File: config.mk
export PLATFORM = sky130hd
export DESIGN_NAME = gray2bin_pipe
export DESIGN_NICKNAME = d
export VERILOG_FILES = /design/src/rtl/gray_pkg.sv /design/src/rtl/gray2bin_stage.sv /design/src/rtl/gray2bin_pipe.sv
export SDC_FILE = /design/constraint.sdc
export NUM_CORES = 1
export LEC_CHECK = 0
export ABC_AREA = 1
export BUFFER_PORTS_ARGS = -buffer_cell sky130_fd_sc_hd__buf_2
export CORE_AREA = 2 2 39 41
export DETAILED_ROUTE_END_ITERATION = 7
export DIE_AREA = 0 0 41 43
export REMOVE_ABC_BUFFERS = 1
export SYNTH_ARGS = -nofsm -noshare
export SYNTH_HDL_FRONTEND = slang
export SYNTH_SLANG_ARGS = --single-unit
export TNS_END_PERCENT = 10
File: constraint.sdc
create_clock -name clk -period 2.8 [get_ports clk]
set_clock_uncertainty 0.05 [all_clocks]
set_input_delay 0.28 -clock clk [delete_from_list [all_inputs] [get_ports clk]]
set_output_delay 0.28 -clock clk [all_outputs]
set_load 0.01 [all_outputs]
File: src/rtl/gray_pkg.sv
// Shared Gray-code helpers: reference conversions and the stage bit-range
// arithmetic used to split a decode across pipeline registers.
package gray_pkg;

  localparam int unsigned MAXW = 64;

  function automatic int unsigned chunk_f(input int unsigned width, input int unsigned stages);
    return (width + stages - 1) / stages;
  endfunction

  // Highest bit resolved by stage s; negative when the stage has nothing left.
  function automatic int stage_hi_f(input int unsigned width, input int unsigned stages,
                                    input int unsigned s);
    return int'(width) - 1 - int'(s * chunk_f(width, stages));
  endfunction

  function automatic int stage_lo_f(input int unsigned width, input int unsigned stages,
                                    input int unsigned s);
    int lo;
    lo = int'(width) - int'((s + 1) * chunk_f(width, stages));
    return (lo < 0) ? 0 : lo;
  endfunction

  function automatic logic [MAXW-1:0] gray2bin_f(input logic [MAXW-1:0] g);
    logic [MAXW-1:0] b;
    b[MAXW-1] = g[MAXW-1];
    for (int unsigned k = 1; k < MAXW; k++) begin
      b[MAXW-1-k] = b[MAXW-k] ^ g[MAXW-1-k];
    end
    return b;
  endfunction

  function automatic logic [MAXW-1:0] bin2gray_f(input logic [MAXW-1:0] b);
    return b ^ (b >> 1);
  endfunction

endpackage

File: src/rtl/gray2bin_stage.sv
// One pipeline register of the Gray decoder: resolves bits HI..LO of the word
// (bits above HI already binary, bits below LO left as Gray).
module gray2bin_stage #(
  parameter int unsigned WIDTH = 4,
  parameter int          HI    = 3,
  parameter int          LO    = 0
) (
  input  logic             clk,
  input  logic             srstn,
  input  logic             load,
  input  logic             up_valid,
  input  logic [WIDTH-1:0] up_data,
  output logic             valid,
  output logic [WIDTH-1:0] data
);

  // Bit HI+1 is already binary, so each resolved bit is a flat XOR reduction
  // from that anchor down to itself instead of a rippling chain.
  localparam int TOP = (HI >= int'(WIDTH) - 1) ? int'(WIDTH) - 1 : HI + 1;

  logic [WIDTH-1:0] dec;

  for (genvar i = 0; i < WIDTH; i++) begin : g_bit
    if (i <= HI && i >= LO && i < int'(WIDTH) - 1) begin : g_res
      assign dec[i] = ^up_data[TOP:i];
    end else begin : g_pass
      assign dec[i] = up_data[i];
    end
  end

  always_ff @(posedge clk) begin
    if (!srstn) begin
      valid <= 1'b0;
      data  <= '0;
    end else if (load) begin
      valid <= up_valid;
      if (up_valid) begin
        data <= dec;
      end
    end
  end

endmodule

File: src/rtl/gray2bin_pipe.sv
// Pipelined Gray-to-binary decoder with valid/ready on both sides; STAGES
// registers, full throughput, bubbles collapse under backpressure.
module gray2bin_pipe
  import gray_pkg::*;
#(
  parameter int unsigned WIDTH  = 4,
  parameter int unsigned STAGES = 2
) (
  input  logic             clk,
  input  logic             srstn,
  input  logic             in_valid,
  output logic             in_ready,
  input  logic [WIDTH-1:0] in_gray,
  output logic             out_valid,
  input  logic             out_ready,
  output logic [WIDTH-1:0] out_bin
);

  logic [STAGES:0]  vld;
  logic [WIDTH-1:0] dat [STAGES+1];
  logic [STAGES-1:0] ld;

  assign vld[0] = in_valid;
  assign dat[0] = in_gray;

  for (genvar s = 0; s < STAGES; s++) begin : g_stage
    // A stage loads if it or any stage downstream is empty, or the output pops.
    assign ld[s] = ~(&vld[STAGES:s+1]) | out_ready;

    gray2bin_stage #(
      .WIDTH (WIDTH),
      .HI    (stage_hi_f(WIDTH, STAGES, s)),
      .LO    (stage_lo_f(WIDTH, STAGES, s))
    ) u_stage (
      .clk      (clk),
      .srstn    (srstn),
      .load     (ld[s]),
      .up_valid (vld[s]),
      .up_data  (dat[s]),
      .valid    (vld[s+1]),
      .data     (dat[s+1])
    );
  end

  assign in_ready  = ld[0];
  assign out_valid = vld[STAGES];
  assign out_bin   = dat[STAGES];

endmodule

# After elaboration in Yosys (flattened, before gate mapping)
# Cells that the tools add are included.
# totals
reg_bits	10
input_bits	8
output_inout_bits	6
wordCells	14
# op_classes
n_bitwise	4
n_reduce_logical	6
# op_table
operator	count
2-bit AND reduction	3
2-bit parity	2
3-bit parity	1
1-bit inverter	2
1-bit bitwise OR	2

# Longest topological paths before layout
# Gate-level depths: netlist (run 1).
# depth
ltp_word	4
depth_mapped	7
mapped_depth_nobuf	7

# Cells and area by module
# From an unflattened synthesis (run 1), not the netlist that was laid out.
# hier_totals
hier_cells	61
hier_area_um2	441.7
# by_module_without_submodules
mod	instances	cells_per_inst	area_per_inst_um2	seq_area_each_um2
gray2bin_stage at g_stage[1].u_stage	1	30	221.5	100.1
gray2bin_stage at g_stage[0].u_stage	1	28	202.7	100.1
gray2bin_pipe	1	3	17.5	0.0

# Worst setup path after synthesis (run 1)
# OpenSTA, ideal clock, no wires.
# synth_path
path_kind	register -> register
startpoint	register g_stage[1].u_stage.valid
endpoint	register g_stage[1].u_stage.data[1]
setup_ns	0.115
arrival_ns	0.802
required_ns	2.635
slack_ns	1.833
path_stages_with_launch	6
path_buffers	0
period_less_slack_ns	0.967
path_cell_list	dfxtp_1 -> nand2_2 -> nand2_2 -> inv_2 -> o21ai_2 -> nor2_1
# synth_between
elab_chain_len	3
# synth_lines
element	line	source
start, declared	gray2bin_stage.sv:13	output logic valid,
start signal, assigned	gray2bin_stage.sv:36	valid <= up_valid;
1-bit inverter	gray2bin_pipe.sv:28	assign ld[s] = ~(&vld[STAGES:s+1]) | out_ready;
1-bit bitwise OR	gray2bin_pipe.sv:28	
2-bit AND reduction (no line)	n/a	
end signal, assigned	gray2bin_stage.sv:34	data <= '0;
end signal, assigned	gray2bin_stage.sv:38	data <= dec;
end, declared	gray2bin_stage.sv:14	output logic [WIDTH-1:0] data
# No other way between the ends.
# A chain may end at the register's enable or synchronous reset.

# Worst setup path in the final report (run 1)
# layout_path
startpoint	register g_stage[1].u_stage.valid
endpoint	output port in_ready
# layout_between
elab_chain_len	3
# layout_lines
element	line	source
2-bit AND reduction	gray2bin_pipe.sv:28	
1-bit inverter	gray2bin_pipe.sv:28	
1-bit bitwise OR	gray2bin_pipe.sv:28	
end, declared	gray2bin_pipe.sv:12	output logic in_ready,
# No other way between the ends.

==> results_dict.tcl, run 1 <==
set metrics [dict create \
    worstSkewPairLatency_ns 0.27 \
    worst_pin_slew_ns 0.171 \
    timing.rr.start "g_stage[1].u_stage.valid" \
    register_area_sq_um 200 \
    maxSlewHeadroom 0.886 \
    drive_above_1_share 0.305 \
    crit_type "reg2out" \
    vias_per_cell 4.27 \
    placedCellCount 94 \
    grt_usage 0.115 \
    rsz0062_at_grt "false" \
    cp.required_ns 2.47 \
    grt_pass1_wl_um 1250 \
    fin_setup_tns_ns 0 \
    synthCells 69 \
    post_synth.cell_area_avg_sq_um 7.09 \
    hold_viol_final 0 \
    synth_seq_cells 10 \
    gr-total-overflow 0 \
    io_pins 14 \
    synth_top_cell_by_area "dfxtp_1" \
    io_buffer_count 13 \
    place_ws_ns 1.71 \
    synthArstFlopShare 0 \
    final_cell_area_sq_um 581 \
    wirelength_um 782 \
    critical_path_arrival_ns 0.95 \
    initial_core_util 0.354 \
    synthTopCellsByCount "13 x nor2_1, 12 x nand2_1, 10 x dfxtp_1, 10 x inv_1" \
    post-route-min-period_ns 1.28 \
    fin_hold_ws_ns 0.239 \
    final.period_utilization 0.458 \
    synth_edf_count 0 \
    cp_max_fo 7 \
    drv_slew 0 \
    clk_pin_slew_ns 0.07 \
    synth_area_leaders "dfxtp_1 41%, nor2_1 10%, nand2_1 9.2%" \
    status "completed" \
    p_leak_nw 0.306 \
    holdBufCountCts 0 \
    grt_max_degree 9 \
    whs_endpoint "g_stage[1].u_stage.data[1]" \
    synth.distinct_cells 15 \
    finalSetupViolations 0 \
    worstHoldStart "srstn" \
    synth.most_common_cell "nor2_1" \
    ys_seq_area_frac 0.409 \
    die_area_sq_mm 0.00176 \
    cts_max_level 1 \
    hp-class "in2reg" \
    place_congestion 0.687 \
    multi_input_area_sq_um 214 \
    ys.flop_type "dfxtp_1" \
    utilization 0.420 \
    die_h_um 43 \
    die_w_um 41 \
    dpl.hpwl_um 616 \
    cts_tree "built" \
    fmax_ghz 0.780 \
    fp.coreArea_sq_mm 0.00138 \
    post_cts_resized 0 \
    clock-sinks 10 \
    vias 418 \
    min_path_cells 3 \
    synthToLayoutAreaGrowth_pct 18.7 \
    syn_area_sq_um 489 \
    synth_top_area_frac 0.409 \
    fin_total_pwr_mw 0.336 \
    clockBufferDepth 2 \
    postPlaceCellArea_sq_um 544 \
    drc 0 \
    diodes 0 \
    postRouteAntennaNets 0 \
    yosys_warnings 0 \
    ir_worst_vdd_uv 237 \
    power_density_mw_per_mm2 580 \
    cts_setup_buffers 0 \
    max-cap-violations 0 \
    cts_buffers 3 \
    fillers 150 \
    postLayoutSetupSlackWorst_ns 1.52 \
    clock-root-buffer "clkbuf_4" \
    reg2reg_slack_ns 1.83 \
    ff2ff_path_depth 5 \
    cp-start-kind "register" \
    rr_endpoint "g_stage[1].u_stage.data[1]" \
    layout.nets 91 \
    grt_pass1_vias 308 \
    wl_per_cell_um 7.98 \
    critPathCaptureType "primary output" \
    drtIter0Drc 1 \
    dr.pass1.iters 4 \
    antenna_found_initial 0 \
    fp-row-count 14 \
    fin_cells 98 \
]
worst max-delay path by stage:
| stage | end | startpoint | slack [ns] | depth (start not counted) |
|---|---|---|---|---|
| 5_1_grt | in_ready | g_stage[1].u_stage.valid | 1.44 | 2 |
| 2_1_floorplan | g_stage[1].u_stage.data[1] | g_stage[1].u_stage.valid | 1.83 | 5 |
| 4_1_cts | in_ready | g_stage[1].u_stage.valid | 1.50 | 2 |
| 3_5_place_dp | in_ready | out_ready | 1.71 | 4 |
| 6_report | in_ready | g_stage[1].u_stage.valid | 1.52 | 2 |
| 3_3_place_gp | in_ready | out_ready | 1.72 | 4 |
where the power goes:
group	internal, mW	leakage, nW	switching (mW)
Combinational	0.0198	0.202	0.0256
Clock	0.0790	0.0210	0.0524
Sequential	0.152	0.0828	0.00719
cells in the final DEF, fill, tap and decap left out, drive strengths merged:
cell | Yosys | final
a21oi | 4 | 4
buf | 4 | 13
clkbuf | 0 | 4
dfxtp | 10 | 10
inv | 12 | 12
nand2 | 14 | 14
nand3 | 6 | 6
nand3b | 2 | 2
nor2 | 14 | 14
o21ai | 3 | 3
flip-flops by register name (all words and copies together) (netlist names):
signal / count
g_stage.u_stage.data: 8
g_stage.u_stage.valid: 2
logic make-up (layout without fill, tap and decap cells):
group	after synthesis	in the layout	synth area share
flops	10	10	0.409
compound gates	7	7	0.0793
simple gates	36	36	0.358
buf+inv	16	29	0.153
cell type report:
cell class	instances	share of cell area
inverters	12	0.0776
flip-flops and latches	10	0.345
well taps	16	0.0345
multi-input cells	43	0.369
clock buffers	4	0.0625
repair buffers	13	0.112
metal layers:
layer,track usage,wire length (um),vias up
met5,0,0,-
met4,0.140,42,0
met3,0.0471,52,4
met2,0.125,291,16
met1,0.144,396,163
li1,-,-,235
critical path: stages, from the launching register on:
cell and delay (ns):
dfxtp_1 0.40, nand3_4 0.13, buf_2 0.16
Power figures use the tool's default switching activity.
==> run 2, diff against run 1 <==
Clock period 2.8 ns to 1.1 ns, I/O delays scaled along.
==> run 2 against run 1 <==
  * Non-clock buffer count unchanged
  * Combinational power grew to 2.5 times the previous value
  * Count of clock-buffer cells in the layout shrank 1
  * Highest routed layer unchanged
  * Sequential share of layout area up 1.7 points
  * Critical path type unchanged
  * Power grew 130%
==> results_dict.tcl, run 2 (synthesis gave the netlist of run 1 again) <==
set metrics [dict create \
    cp_max_fo 7 \
    fmax_ghz 0.957 \
    layout.nets 91 \
    p_comb_frac 0.153 \
    grt_max_degree 9 \
    drv_slew 0 \
    io_buffer_count 13 \
    ir_worst_vdd_uv 587 \
    synthToLayoutAreaGrowth_pct 17.4 \
    fp.coreArea_sq_mm 0.00138 \
    drc 0 \
    antenna_found_initial 0 \
    p_leak_nw 0.300 \
    die_area_sq_mm 0.00176 \
    power_density_mw_per_mm2 1320 \
    die_h_um 43 \
    cp.required_ns 0.94 \
    min_path_cells 3 \
    post-route-min-period_ns 1.04 \
    initial_core_util 0.354 \
    place_congestion 0.659 \
    hp-class "in2reg" \
    fin_total_pwr_mw 0.758 \
    grt_pass1_vias 360 \
    ff2ff_path_depth 6 \
    multi_input_area_sq_um 214 \
    p_int_mw 0.563 \
    vias_per_cell 4.37 \
    cts_max_level 1 \
    die_w_um 41 \
    clock-sinks 10 \
    max-cap-violations 0 \
    largest_register_ffs 8 \
    grt_pass1_wl_um 1350 \
    clockBufferDepth 2 \
    postRouteAntennaNets 0 \
    fin_hold_ws_ns 0.0894 \
    postLayoutSetupSlackWorst_ns 0.0553 \
    hold_viol_final 0 \
    critPathCaptureType "primary output" \
    worst_pin_slew_ns 0.161 \
    critical_path_arrival_ns 0.88 \
    holdBufCountCts 0 \
    wirelength_um 803 \
    drtIter0Drc 0 \
    slowest_delay_ns 0.36 \
    io_pins 14 \
    clk_pin_slew_ns 0.06 \
    switchingPower_mw 0.195 \
    path_cells "nand3_4 -> buf_2" \
    maxSlewHeadroom 0.892 \
    place_ws_ns 0.148 \
    grt_usage 0.119 \
    crit_type "reg2out" \
    cts_tree "built" \
    top_register "g_stage.u_stage.data" \
    gr-total-overflow 0 \
    clock_power_share 0.311 \
    diodes 0 \
    final.period_utilization 0.950 \
    vias 424 \
    status "completed" \
    slowest_stage "dfxtp_4" \
    cp-start-kind "register" \
    wl_per_cell_um 8.28 \
    pwr-share-seq 0.535 \
    fp-row-count 14 \
    register_area_sq_um 208 \
    p_sw_frac 0.257 \
    fillers 155 \
    finalSetupViolations 0 \
    worstSkewPairLatency_ns 0.26 \
    cts_buffers 3 \
    layout.cells.most_common_list "13 x nor2_1, 13 x buf_2, 12 x nand2_1" \
    drive_above_1_share 0.321 \
    dpl.hpwl_um 661 \
    clock-root-buffer "clkbuf_4" \
    dr.pass1.iters 1 \
    reg_top3 "g_stage.u_stage.data: 8 flops, g_stage.u_stage.valid: 2 flops" \
]
[run 2: cell types whose count changed in the layout (fill, tap and decap cells not counted), sizes merged]
| cell | before | now |
|---|---|---|
| clkbuf | 4 | 3 |
[run 2: path summary, 6_finish.rpt]
check	startpoint	end	slack (ns)
setup / recovery	g_stage[0].u_stage.valid	in_ready	0.06
hold / removal	srstn	g_stage[1].u_stage.data[1]	0.09
setup reg to reg	g_stage[1].u_stage.valid	g_stage[1].u_stage.data[0]	0.18
hold reg to reg	g_stage[0].u_stage.data[3]	g_stage[0].u_stage.data[3]	0.42
[run 2: worst max-delay path, delay by kind of cell (launching register included)]
kind | cells | cell delay, ns
buffers and inverters | 1 | 0.16
AND/OR/NAND/NOR | 1 | 0.11
flip-flops | 1 | 0.36
[run 2: stage by stage]
step           setup TNS [ns]   util  area (sq um)  cells
2_1_floorplan               0      -           459     65
3_3_place_gp                0  0.393           544     94
3_5_place_dp                0  0.393           544     94
4_1_cts                     0  0.411           569     97
5_1_grt             -0.000736  0.415           574     97
6_report                    0  0.415           574     97
[run 2: final cells by class]
cell class                 count  share of cell area
multi-input combinational     43               0.373
sequential                    10               0.362
timing repair buffer          13               0.113
inverter                      12              0.0784
clock buffer                   3              0.0392
tap                           16              0.0349
[run 2: repair_timing]
item / CTS / global route
gates cloned: 0 / 0
buffers inserted: 0 / 0
endpoints found under the setup margin: 1 / 1
gates resized for setup: 2 / 2
[run 2: power by group through the flow]
| stage | clock network [mW] | registers (mW) | logic [mW] |
|---|---|---|---|
| 6_report | 0.236 | 0.406 | 0.116 |
| 5_1_grt | 0.272 | 0.410 | 0.135 |
| 4_1_cts | 0.249 | 0.409 | 0.118 |
| 3_5_place_dp | 0 | 0.416 | 0.118 |
| 3_3_place_gp | 0 | 0.415 | 0.116 |
| 2_1_floorplan | 0 | 0.420 | 0.0713 |
[run 2: per-layer routing]
| layer | up-vias | wire, um | global-route usage |
|---|---|---|---|
| met4 | 0 | 14 | 0.120 |
| met5 | - | 0 | 0 |
| met2 | 12 | 366 | 0.159 |
| li1 | 231 | - | - |
| met1 | 179 | 367 | 0.139 |
| met3 | 2 | 53 | 0.0314 |
